==> src/rtl/leaf_config_sender.sv <==
// Transmitting end of the leaf configuration protocol: queues host commands in a
// small FIFO and serialises them as BFT packets, honouring resend with bounded retries.
module leaf_config_sender #(
  parameter int PACKET_BITS   = 49,
  parameter int PAYLOAD_BITS  = 32,
  parameter int NUM_LEAF_BITS = 5,
  parameter int NUM_PORT_BITS = 4,
  parameter int NUM_ADDR_BITS = 7,
  parameter int FIFO_DEPTH    = 4,
  parameter int MAX_RETRY     = 15,
  parameter int COUNT_BITS    = 16
) (
  input  logic                     clk_bft,
  input  logic                     reset,
  input  logic                     cmd_vld,
  output logic                     cmd_ack,
  input  logic [NUM_LEAF_BITS-1:0] cmd_leaf,
  input  logic                     cmd_port,
  input  logic [NUM_ADDR_BITS-1:0] cmd_addr,
  input  logic [PAYLOAD_BITS-1:0]  cmd_data,
  output logic [PACKET_BITS-1:0]   dout_leaf_config2bft,
  input  logic                     resend,
  output logic                     busy,
  output logic                     retry_err,
  output logic [COUNT_BITS-1:0]    sent_cnt,
  output logic                     dbg_state
);

  localparam int AW = $clog2(FIFO_DEPTH);
  localparam int CW = PACKET_BITS - 1;

  typedef enum logic {IDLE, SEND} state_t;

  // Handshake: a command transfers on a rising edge where cmd_vld && cmd_ack;
  // the bus packet is consumed on an edge where it is valid and resend is low.
  logic [CW-1:0]         mem_q [FIFO_DEPTH];
  logic [AW:0]           wr_ptr_q, rd_ptr_q, wr_ptr_d, rd_ptr_d;
  logic                  empty, full, push, pop;
  logic [CW-1:0]         head;
  state_t                state_q, state_d;
  logic [PACKET_BITS-1:0] out_q, out_d;
  logic [7:0]            retry_q, retry_d;
  logic [COUNT_BITS-1:0] sent_q, sent_d;
  logic                  err_q, err_d;

  assign empty   = (wr_ptr_q == rd_ptr_q);
  assign full    = (wr_ptr_q[AW] != rd_ptr_q[AW]) && (wr_ptr_q[AW-1:0] == rd_ptr_q[AW-1:0]);
  assign cmd_ack = !full;
  assign push    = cmd_vld && !full;
  assign head    = mem_q[rd_ptr_q[AW-1:0]];
  assign wr_ptr_d = wr_ptr_q + (AW+1)'(push);
  assign rd_ptr_d = rd_ptr_q + (AW+1)'(pop);

  always_ff @(posedge clk_bft) begin
    if (push) begin
      mem_q[wr_ptr_q[AW-1:0]] <= {cmd_leaf, {(NUM_PORT_BITS-1){1'b0}}, cmd_port, cmd_addr, cmd_data};
    end
  end

  always_comb begin
    state_d = state_q;
    out_d   = out_q;
    retry_d = retry_q;
    sent_d  = sent_q;
    err_d   = err_q;
    pop     = 1'b0;
    case (state_q)
      IDLE: begin
        out_d   = '0;
        retry_d = '0;
        if (!empty) begin
          pop     = 1'b1;
          out_d   = {1'b1, head};
          state_d = SEND;
        end
      end
      default: begin
        if (resend && (retry_q < 8'(MAX_RETRY))) begin
          retry_d = retry_q + 8'd1;
        end else begin
          // Either accepted or dropped after the retry budget: move on.
          if (resend) err_d = 1'b1;
          else        sent_d = sent_q + COUNT_BITS'(1);
          retry_d = '0;
          if (!empty) begin
            pop   = 1'b1;
            out_d = {1'b1, head};
          end else begin
            out_d   = '0;
            state_d = IDLE;
          end
        end
      end
    endcase
  end

  always_ff @(posedge clk_bft or posedge reset) begin
    if (reset) begin
      wr_ptr_q <= '0;
      rd_ptr_q <= '0;
      state_q  <= IDLE;
      out_q    <= '0;
      retry_q  <= '0;
      sent_q   <= '0;
      err_q    <= 1'b0;
    end else begin
      wr_ptr_q <= wr_ptr_d;
      rd_ptr_q <= rd_ptr_d;
      state_q  <= state_d;
      out_q    <= out_d;
      retry_q  <= retry_d;
      sent_q   <= sent_d;
      err_q    <= err_d;
    end
  end

  assign dout_leaf_config2bft = out_q;
  assign busy                 = !empty || (state_q == SEND);
  assign retry_err            = err_q;
  assign sent_cnt             = sent_q;
  assign dbg_state            = (state_q == SEND);

endmodule

==> config.mk <==
export PLATFORM = sky130hd
export DESIGN_NAME = leaf_config_sender
export DESIGN_NICKNAME = d
export VERILOG_FILES = /design/src/rtl/leaf_config_sender.sv
export SDC_FILE = /design/constraint.sdc
export NUM_CORES = 1
export LEC_CHECK = 0
export CAP_MARGIN = 30
export CORE_MARGIN = 1
export CORE_UTILIZATION = 41
export CTS_CLUSTER_DIAMETER = 60
export CTS_CLUSTER_SIZE = 30
export DETAILED_ROUTE_END_ITERATION = 7
export HOLD_SLACK_MARGIN = 0.06
export PLACE_DENSITY_LB_ADDON = 0.1
export REMOVE_ABC_BUFFERS = 1
export SYNTH_ARGS = -nofsm -noshare
export SYNTH_HDL_FRONTEND = slang
export SYNTH_SLANG_ARGS = --single-unit
==> constraint.sdc <==
create_clock -name clk_bft -period 4.8 [get_ports clk_bft]
set_input_delay 0.96 -clock clk_bft [delete_from_list [all_inputs] [get_ports clk_bft]]
set_output_delay 0.96 -clock clk_bft [all_outputs]
set_load 0.05 [all_outputs]
Word-level counts from Yosys, hierarchy flattened
Memory sizes are Yosys's and may differ from the RTL's.
Cells that the tools add are included.
{"block": "word_totals", "regBits": 81, "n_memories": 1, "wordCells": 39, "output_inout_bits": 69, "inputBits": 49, "mem_bits_rw": 180}
{"block": "classes", "bitwise_logic": 2, "n_lt_le_gt_ge": 1, "muxes": 12, "eq_ne": 4, "addsub": 4, "reduce_logical": 8}
{"name": "mem_q", "words": 4, "word_bits": 45, "rd": 1, "rd_clocked_by_memory_dff": 0, "write_ports": 1, "line_no": "36", "text": "logic [CW-1:0] mem_q [FIFO_DEPTH];"}
{"op": "49-bit 2-to-1 mux", "n": 3}
{"op": "16-bit by 1-bit adder with 16-bit output, second input constant", "n": 1}
{"op": "8-bit 2-to-1 mux", "n": 2}
{"op": "8-bit by 1-bit adder with 8-bit output, second input constant", "n": 1}
{"op": "8-bit by 4-bit < comparator with 1-bit output, second input constant", "n": 1}
{"op": "1-bit 2-to-1 mux", "n": 7}
{"op": "3-bit by 1-bit adder with 3-bit output", "n": 2}
{"op": "3-bit AND reduction", "n": 2}
{"op": "3-bit equality test", "n": 1}
{"op": "1-bit logical AND", "n": 3}
{"op": "2-bit equality test", "n": 1}
{"op": "1-bit logical NOT", "n": 2}
{"op": "2-bit inequality test, second input constant", "n": 1}
{"op": "1-bit NOT", "n": 2}
{"op": "1-bit logical OR", "n": 1}
{"op": "1-bit inequality test", "n": 1}

Longest topological paths before layout
Gate-level depths: netlist of the first run.
{"block": "logic_depth", "ltp_word": 6, "mapped_depth": 8, "depth_no_buf": 7}

Least setup slack after synthesis of the first run
No wires, ideal clock.
{"block": "synth_path", "path_kind": "reg2reg", "startpoint": "register rd_ptr_q[0]", "endpoint": "memory mem_q[2][0] (netlist bit), enable pin", "stages_incl_launch_ff": 6, "arrival_ns": 4.722, "slack_ns": -0.435, "period_less_slack_ns": 5.235, "setup_time_ns": 0.513, "cell_sequence": "dfrtp_1 buf_6 xor2_1 or3_1 nand2_1 nor3b_1"}
{"block": "synth_via", "elab_chain_len": 6}
{"element": "start: declaration", "line_no": "37", "text": "logic [AW:0] wr_ptr_q, rd_ptr_q, wr_ptr_d, rd_ptr_d;"}
{"element": "start signal: assignment", "line_no": "108", "text": "rd_ptr_q <= rd_ptr_d;"}
{"element": "2-bit equality test", "line_no": "47", "text": "assign full = (wr_ptr_q[AW] != rd_ptr_q[AW]) && (wr_ptr_q[AW-1:0] == rd_ptr_q[AW-1:0]);"}
{"element": "1-bit logical AND", "line_no": "47"}
{"element": "1-bit logical NOT"}
{"element": "via cmd_ack", "line_no": "16", "text": "output logic cmd_ack,"}
{"element": "1-bit logical AND", "line_no": "49", "text": "assign push = cmd_vld && !full;"}
{"element": "1-bit 2-to-1 mux", "line_no": "55", "text": "if (push) begin"}
{"element": "1-bit 2-to-1 mux (implied by the code)", "line_no": "56", "text": "mem_q[wr_ptr_q[AW-1:0]] <= {cmd_leaf, {(NUM_PORT_BITS-1){1'b0}}, cmd_port, cmd_addr, cmd_data};"}
{"element": "end: declaration", "line_no": "36"}
The timed path passes the listed nets, and every way through them passes these cells.

Final worst setup path of the first run
{"block": "layout_path", "startpoint": "register wr_ptr_q[1]", "endpoint": "output port busy"}
{"block": "layout_via", "elab_chain_len": 3}
{"element": "start: declaration", "line_no": "37"}
{"element": "start signal: assignment", "line_no": "107", "text": "wr_ptr_q <= wr_ptr_d;"}
{"element": "3-bit equality test", "line_no": "46", "text": "assign empty = (wr_ptr_q == rd_ptr_q);"}
{"element": "1-bit logical NOT", "line_no": "118", "text": "assign busy = !empty || (state_q == SEND);"}
{"element": "1-bit logical OR", "line_no": "118"}
{"element": "end: declaration", "line_no": "23", "text": "output logic busy,"}
Every way passes these cells.

==> impl_metrics.toml, run 1 <==
[timing]
finalSetupTns_ns = 0
max_clock_freq_ghz = 0.2975
maxSlewHeadroom_pct = 46.51
finalMaxSlewViolations = 0
fin_crit_sh_pct = 70.04
fin_ws_ns = 1.438
setup_viol = 0
grt_setup_unrepaired = "false"
fin_skew_ns = 0.01567
worst_slew_pin_slew_ns = 0.8023
finalHoldViolCount = 0
holdWs_ns = 0.4710
layout_min_cycle_time_ns = 3.362

[clock_tree]
holdBufCountCts = 0
cts_resized = 0
cts_tree = "yes"
cts_buffers = 20
insertion_delay_ns = 0.51
numClockSinks = 258
cts_root_buf = "clkbuf_16"
clockBufferDepth = 3
post_cts_buffers = 0
clkTransAtPathRegs_ns = 0.08
h-tree-depth = 1

[synthesis]
ys_seq_elements = 258
ys_seq_area_share_pct = 76.82
syn_area_per_cell_um2 = 21.23
syn_area_mm2 = 0.009577
synth.area.top_cells = "edfxtp_1 56%, dfrtp_1 20%, mux4_2 8.2%, a22o_1 4.0%, mux4_1 2.7%"
synth_top_area_share_pct = 56.44
yosys.area.top_type = "edfxtp_1"
synthCells = 451
yosys_warnings = 0
synth_cell_types = 39

[grt]
antenna_found_initial = 0
grt_use_total_pct = 16.28
grt_max_degree = 54
grt_pass1_vias = 5106
grt_pass1_wl_um = 29430
grt_overflow = 0

[outcome]
outcome = "complete, no violations"

[worst_setup_path]
crit_fanout = 6
cp-end-kind = "output port"
path_cells = "xor2_1, nor3b_2, nand2b_1, clkdlybuf4s50_1"
cp_data_arrival_time_ns = 2.40
critical-path-top-delay-family = "buffers and inverters"
start_kind = "register"
cp_slowest_cell = "clkdlybuf4s50_1"
critical-path-max-stage-delay_ns = 0.71
cp.required_ns = 3.84
worst-path-buf-inv = 1
critical_path_class = "reg -> out"

[layout]
syn2layout_area_growth_pct = 23.06
final_nets = 635
layout-drive-gt1-share_pct = 15.66
post-route-util_pct = 51.74
n_antenna_cell = 0

[die]
floorplan.initialDensity_pct = 42.04
dieHeight_um = 154.8
die_w_um = 154.8
dieArea_mm2 = 0.02397
ios = 118
fp.coreArea_mm2 = 0.02278
rows = 55

[placement]
pre_cts_slack_ns = 1.465
place.gp.congestion = 0.7069
dp_hpwl_um = 10340
portBuffers = 114

[detailed_routing]
wl_per_cell_um = 20.74
viasPerCell = 5.196
detail_route.first_pass.iterations = 6
drc = 0
drt_iter0_markers = 206
drt-total-wl_um = 18810
postRouteAntennaNets = 0
vias = 4713

[hold_path]
hp-class = "reg -> reg"

[flow_run]
maxCapViolations = 0

[power]
power.density_mw_per_mm2 = 685.2
peakVddDrop_mv = 0.3719
finalPower_mw = 8.075
p_leak_nw = 4.261
[placed cells by master (no fill, tap or decap), types with 2 or more instances in the layout]
cell / Yosys / layout
clkbuf_8: 0 / 2
inv_6: 0 / 2
clkbuf_16: 0 / 22
and2_1: 2 / 2
a22o_1: 44 / 44
inv_12: 0 / 2
nand2_1: 7 / 7
xor2_1: 7 / 7
nand4_1: 6 / 6
nand2b_1: 2 / 2
dfrtp_1: 78 / 76
mux4_2: 35 / 35
xnor2_1: 14 / 14
nor2_1: 6 / 6
edfxtp_1: 180 / 180
buf_4: 7 / 8
ha_1: 6 / 6
nand3_1: 7 / 7
nor3b_2: 1 / 3
mux4_1: 10 / 10
clkdlybuf4s50_1: 0 / 114
conb_1: 1 / 7
clkinv_4: 0 / 2
clkinv_8: 0 / 4
[cell type report]
cell class / instances / area (um^2)
clock buffer: 24 / 578.1
clock inverter: 12 / 148.9
fill: 1804 / 10990
inverter: 3 / 13.76
multi-input combinational: 174 / 2062
sequential: 258 / 7362
tap: 313 / 391.6
timing repair buffer: 123 / 1229
[per-layer routing]
layer	up-vias	wire length, um	track usage (%)
li1	2073	-	-
met1	2507	8377	22.03
met3	24	791	3.082
met2	109	9280	27.34
met5	-	0	0
met4	0	363	3.913
[synth_stat cells (all sizes together)]
cell type	count
edfxtp	180
or3	1
inv	3
nand3b	1
clkbuf	4
and4	1
dfrtp	78
conb	1
and2	2
o21ai	1
nor3	2
xor2	7
nand2b	2
a31o	1
nand2	7
a31oi	1
buf	18
nor4	1
xnor2	14
a21o	1
o21a	1
nor2b	1
a311oi	1
nor3b	3
nand4	6
a22o	44
ha	6
nand4b	1
and3	2
nand3	7
mux4	45
nor2	7
mux2	1
[where the power goes]
group          switching (mW)  internal [mW]
registers               0.289           3.05
clock network           0.861          0.915
logic                    1.77           1.19
[worst register-to-register path: cells and delay by family (launching register included)]
family / cells / cell delay, ns
DFF: 1 / 0.46
and+or+nand+nor: 3 / 1.03
buffers and inverters: 2 / 0.53
xor gates and xnor gates: 1 / 0.25
[worst paths after layout]
kind | from | to | slack, ns | cells after the start
max | wr_ptr_q[1] | busy | 1.44 | 4
min | retry_err | retry_err | 0.47 | 1
max reg2reg | wr_ptr_q[1] | mem_q[3][34] | 2.20 | 6
min reg2reg | retry_err | retry_err | 0.47 | 1
max in group asynchronous | reset | rd_ptr_q[0] | 3.00 | 3
min in group asynchronous | reset | dout_leaf_config2bft[11] | 0.92 | 2
[state kept, by name, indices dropped and copies added (netlist names)]
signal                cells
sent_cnt                 16
wr_ptr_q                  3
dout_leaf_config2bft     46
rd_ptr_q                  3
mem_q                   180
dbg_state                 1
retry_q                   8
retry_err                 1
[cell families (layout without fill, tap and decap cells)]
kind of cell / after synthesis / in the layout / synth area share [%]
flip-flops: 258 / 258 / 76.82
other: 1 / 7 / 0.03916
buffers and inverters: 25 / 162 / 2.051
XOR/XNOR: 21 / 21 / 1.921
multiplexers: 46 / 46 / 11.09
AO/OA/AOI/OAI: 50 / 50 / 4.481
adder cells (fa/ha/maj): 6 / 6 / 0.7839
AND/OR/NAND/NOR: 44 / 44 / 2.809
[through the flow]
stage          cells  instance area (um^2)
2_1_floorplan    435                  9414
3_3_place_gp     870                 11030
3_5_place_dp     870                 11030
4_1_cts          906                 11760
5_1_grt          907                 11790
6_report         907                 11790
No activity file was read; power rests on OpenSTA's default activity.
==> inputs of run 2 (changes only) <==
==> constraint.sdc (replaced) <==
create_clock -name clk_bft -period 3.2 [get_ports clk_bft]
set_input_delay 0.64 -clock clk_bft [delete_from_list [all_inputs] [get_ports clk_bft]]
set_output_delay 0.64 -clock clk_bft [all_outputs]
set_load 0.05 [all_outputs]
==> impl_metrics.toml, run 2 (synthesis results as in run 1) <==
[clock_tree]
clkTransAtPathRegs_ns = 0.08
post_cts_buffers = 0
clockBufferDepth = 3
insertion_delay_ns = 0.49
cts_tree = "yes"
numClockSinks = 258
h-tree-depth = 1
cts_resized = 0
holdBufCountCts = 0
cts_root_buf = "clkbuf_16"
cts_buffers = 19

[worst_setup_path]
crit_end = "busy"
critical_path_class = "reg -> out"
path_depth = 4
cp-startpoint = "wr_ptr_q[1]"
critical-path-top-delay-family = "buffers and inverters"
start_kind = "register"
r2r_setup_slack_ns = 0.96
cp_slowest_cell = "clkdlybuf4s50_1"
worst-path-buf-inv = 1
r2r-start = "wr_ptr_q[1]"
cp.required_ns = 2.56
critical-path-max-stage-delay_ns = 0.70
crit_fanout = 6
timing.rr.end = "mem_q[3][30]"
cp-end-kind = "output port"
path_cells = "xor2_1, nor3b_2, nand2b_1, clkdlybuf4s50_1"
r2r_cells = 6
cp_data_arrival_time_ns = 2.36

[die]
ios = 118
dieArea_mm2 = 0.02397
die_w_um = 154.8
rows = 55
dieHeight_um = 154.8
fp.coreArea_mm2 = 0.02278
floorplan.initialDensity_pct = 42.04

[layout]
design_area_mm2 = 0.01179
final_nets = 638
regArea_mm2 = 0.007362
final_common_cell = "edfxtp_1"
final_cell_mix = "180 x edfxtp_1, 114 x clkdlybuf4s50_1, 76 x dfrtp_1"
syn2layout_area_growth_pct = 23.06
largest_reg_flops = 180
multi_input_area_mm2 = 0.002062
layout-drive-gt1-share_pct = 15.46
fill_cells = 1847
n_antenna_cell = 0
post-route-util_pct = 51.74

[flow_run]
maxCapViolations = 0

[timing]
finalHoldViolCount = 0
holdWs_ns = 0.4763
setup_viol = 0
layout_min_cycle_time_ns = 3.002
finalSetupTns_ns = 0
fin_skew_ns = 0.01176
maxSlewHeadroom_pct = 53.18
worst_slew_pin_slew_ns = 0.7023
fin_ws_ns = 0.1981
grt_setup_unrepaired = "false"
fin_crit_sh_pct = 93.81
finalMaxSlewViolations = 0
max_clock_freq_ghz = 0.3331

[placement]
place.gp.congestion = 0.7039
dp_hpwl_um = 10710
dpl-instance-area_mm2 = 0.01115
pre_cts_slack_ns = 0.6679
portBuffers = 114

[grt]
grt_pass1_wl_um = 29040
grt_use_total_pct = 16.06
grt_overflow = 0
antenna_found_initial = 1
grt_pass1_vias = 5027
grt_max_degree = 48

[detailed_routing]
viasPerCell = 5.101
detail_route.first_pass.iterations = 4
drt-total-wl_um = 18440
drt_iter0_markers = 342
drc = 0
wl_per_cell_um = 20.31
vias = 4632
postRouteAntennaNets = 0

[hold_path]
hp-class = "reg -> reg"
min_path_cells = 1

[power]
p_leak_nw = 4.251
peakVddDrop_mv = 0.5337
power.density_mw_per_mm2 = 1015

[outcome]
outcome = "complete, no violations"
==> run 2: how the worst min path moves through the flow <==
stage / slack (ns) / end / startpoint
2_1_floorplan: 0.45 / retry_q[0] / retry_q[0]
3_3_place_gp: 0.45 / retry_err / retry_err
3_5_place_dp: 0.46 / retry_err / retry_err
4_1_cts: 0.48 / retry_err / retry_err
5_1_grt: 0.50 / sent_cnt[15] / sent_cnt[15]
6_report: 0.48 / retry_err / retry_err
==> run 2: cell type report <==
cell class                      instances  share of cell area, %
Multi-Input combinational cell        174                  17.50
Clock inverter                         13                  1.316
Tap cell                              313                  3.323
Inverter                                3                 0.1168
Clock buffer                           20                  4.066
Timing Repair Buffer                  127                  11.21
Sequential cell                       258                  62.47
==> run 2: power breakdown <==
part / internal, mW / switching [mW]
clock network: 1.29 / 1.16
registers: 4.57 / 0.405
logic: 1.85 / 2.67
==> run 2: metal layers <==
| layer | global-route usage, % | wire [um] |
|---|---|---|
| met1 | 20.97 | 8060 |
| met2 | 27.97 | 9327 |
| met3 | 2.858 | 820 |
| met4 | 3.819 | 218 |
| met5 | 0 | 12 |
==> run 2: worst reg2reg max path: cells and delay by family, from the launching register on <==
| family | cells | cell delay [ns] |
|---|---|---|
| buffers and inverters | 2 | 0.31 |
| XOR/XNOR | 1 | 0.21 |
| AND/OR/NAND/NOR | 3 | 1.00 |
| flip-flops | 1 | 0.46 |
==> run 2: stage by stage <==
stage          cells  total power [mW]
2_1_floorplan    435             8.040
3_3_place_gp     874             9.572
3_5_place_dp     875             9.689
4_1_cts          908             12.16
5_1_grt          908             12.55
6_report         908             11.96
==> inputs of run 3 (changes only) <==
--- a/config.mk
+++ b/config.mk
@@ -9,9 +9,8 @@
 export CORE_MARGIN = 1
 export CORE_UTILIZATION = 41
 export CTS_CLUSTER_DIAMETER = 60
-export CTS_CLUSTER_SIZE = 30
+export CTS_CLUSTER_SIZE = 40
 export DETAILED_ROUTE_END_ITERATION = 7
-export HOLD_SLACK_MARGIN = 0.06
 export PLACE_DENSITY_LB_ADDON = 0.1
 export REMOVE_ABC_BUFFERS = 1
 export SYNTH_ARGS = -nofsm -noshare
==> impl_metrics.toml, run 3 (synthesis results as in run 1) <==
[outcome]
outcome = "complete, no violations"

[worst_setup_path]
critical-path-max-stage-delay_ns = 0.70
critical-path-top-delay-family = "buffers and inverters"
cp_data_arrival_time_ns = 2.36
critical_path_class = "reg -> out"
cp-end-kind = "output port"
cp_slowest_cell = "clkdlybuf4s50_1"
crit_fanout = 6
path_cells = "xor2_1, nor3b_2, nand2b_1, clkdlybuf4s50_1"
start_kind = "register"
cp.required_ns = 2.56
worst-path-buf-inv = 1

[clock_tree]
h-tree-depth = 1
cts_root_buf = "clkbuf_16"
holdBufCountCts = 0
cts_buffers = 19
clkTransAtPathRegs_ns = 0.08
cts_resized = 0
numClockSinks = 258
insertion_delay_ns = 0.50
post_cts_buffers = 0
cts_tree = "yes"
clockBufferDepth = 3

[layout]
fill_cells = 1847
largest_reg_flops = 180
final_cell_mix = "180 x edfxtp_1, 114 x clkdlybuf4s50_1, 76 x dfrtp_1"
final_cells = 908
layout-drive-gt1-share_pct = 15.80
regArea_mm2 = 0.007362
syn2layout_area_growth_pct = 23.20
final_common_cell = "edfxtp_1"
multi_input_area_mm2 = 0.002062
n_antenna_cell = 0
final_nets = 638

[power]
finalPower_mw = 11.99
power.density_mw_per_mm2 = 1016
p_leak_nw = 4.254
peakVddDrop_mv = 0.5341

[detailed_routing]
drt_iter0_markers = 294
wl_per_cell_um = 20.38
viasPerCell = 5.115
highest_layer = "met5"
drt-total-wl_um = 18510
postRouteAntennaNets = 0
drc = 0
dr_wl_met3_um = 815
wl_met2_um = 9375
vias = 4644
met1_length_um = 8051
detail_route.first_pass.iterations = 4

[timing]
finalHoldViolCount = 0
max_clock_freq_ghz = 0.3332
finalSetupTns_ns = 0
layout_min_cycle_time_ns = 3.001
setup_viol = 0
maxSlewHeadroom_pct = 52.92
worst_slew_pin_slew_ns = 0.7062
finalMaxSlewViolations = 0
grt_setup_unrepaired = "false"
fin_skew_ns = 0.02390
fin_crit_sh_pct = 93.78
holdWs_ns = 0.4764

[grt]
grt_max_degree = 48
antenna_found_initial = 1
grt_pass1_wl_um = 29100
grt_pass1_vias = 5056
grt_use_total_pct = 16.10
grt_overflow = 0

[die]
dieHeight_um = 154.8
ios = 118
fp.coreArea_mm2 = 0.02278
rows = 55
die_w_um = 154.8
dieArea_mm2 = 0.02397
floorplan.initialDensity_pct = 42.04

[flow_run]
maxCapViolations = 0

[placement]
place.gp.congestion = 0.7039
dp.cells = 875
portBuffers = 114
dp_hpwl_um = 10710

[hold_path]
hp-class = "reg -> reg"
[run 3: path summary, 6_finish.rpt]
kind | startpoint | endpoint | slack (ns) | cells past startpoint
max | wr_ptr_q[1] | busy | 0.20 | 4
min | retry_err | retry_err | 0.48 | 1
max reg2reg | wr_ptr_q[1] | mem_q[3][14] | 0.97 | 6
min reg2reg | retry_err | retry_err | 0.48 | 1
max in group asynchronous | reset | rd_ptr_q[0] | 2.02 | 3
min in group asynchronous | reset | dout_leaf_config2bft[25] | 0.51 | 2
[run 3: routing by layer]
layer,global-route usage [%],vias up
met5,0,-
met4,3.866,2
met3,2.858,18
met2,28.25,104
met1,20.81,2435
li1,-,2085
[run 3: power by group]
group | internal (mW) | switching [mW] | leakage, nW
Combinational | 1.85 | 2.68 | 1.35
Clock | 1.26 | 1.22 | 0.311
Sequential | 4.57 | 0.406 | 2.59
[run 3: area by class of cell]
cell class                      count  share of cell area (%)
Sequential cell                   258                   62.40
Tap cell                          313                   3.319
Clock inverter                     13                   1.347
Multi-Input combinational cell    174                   17.48
Inverter                            3                  0.1166
Clock buffer                       20                   4.146
Timing Repair Buffer              127                   11.20
[run 3: per-stage QoR]
step	util (%)	cell area, um^2	worst slack [ns]
floorplan	-	9414	-3.388
global placement	48.83	11120	0.6973
detailed placement	48.95	11150	0.6679
CTS	51.80	11800	0.1278
global route	51.80	11800	0.03525
finish	51.80	11800	0.1991
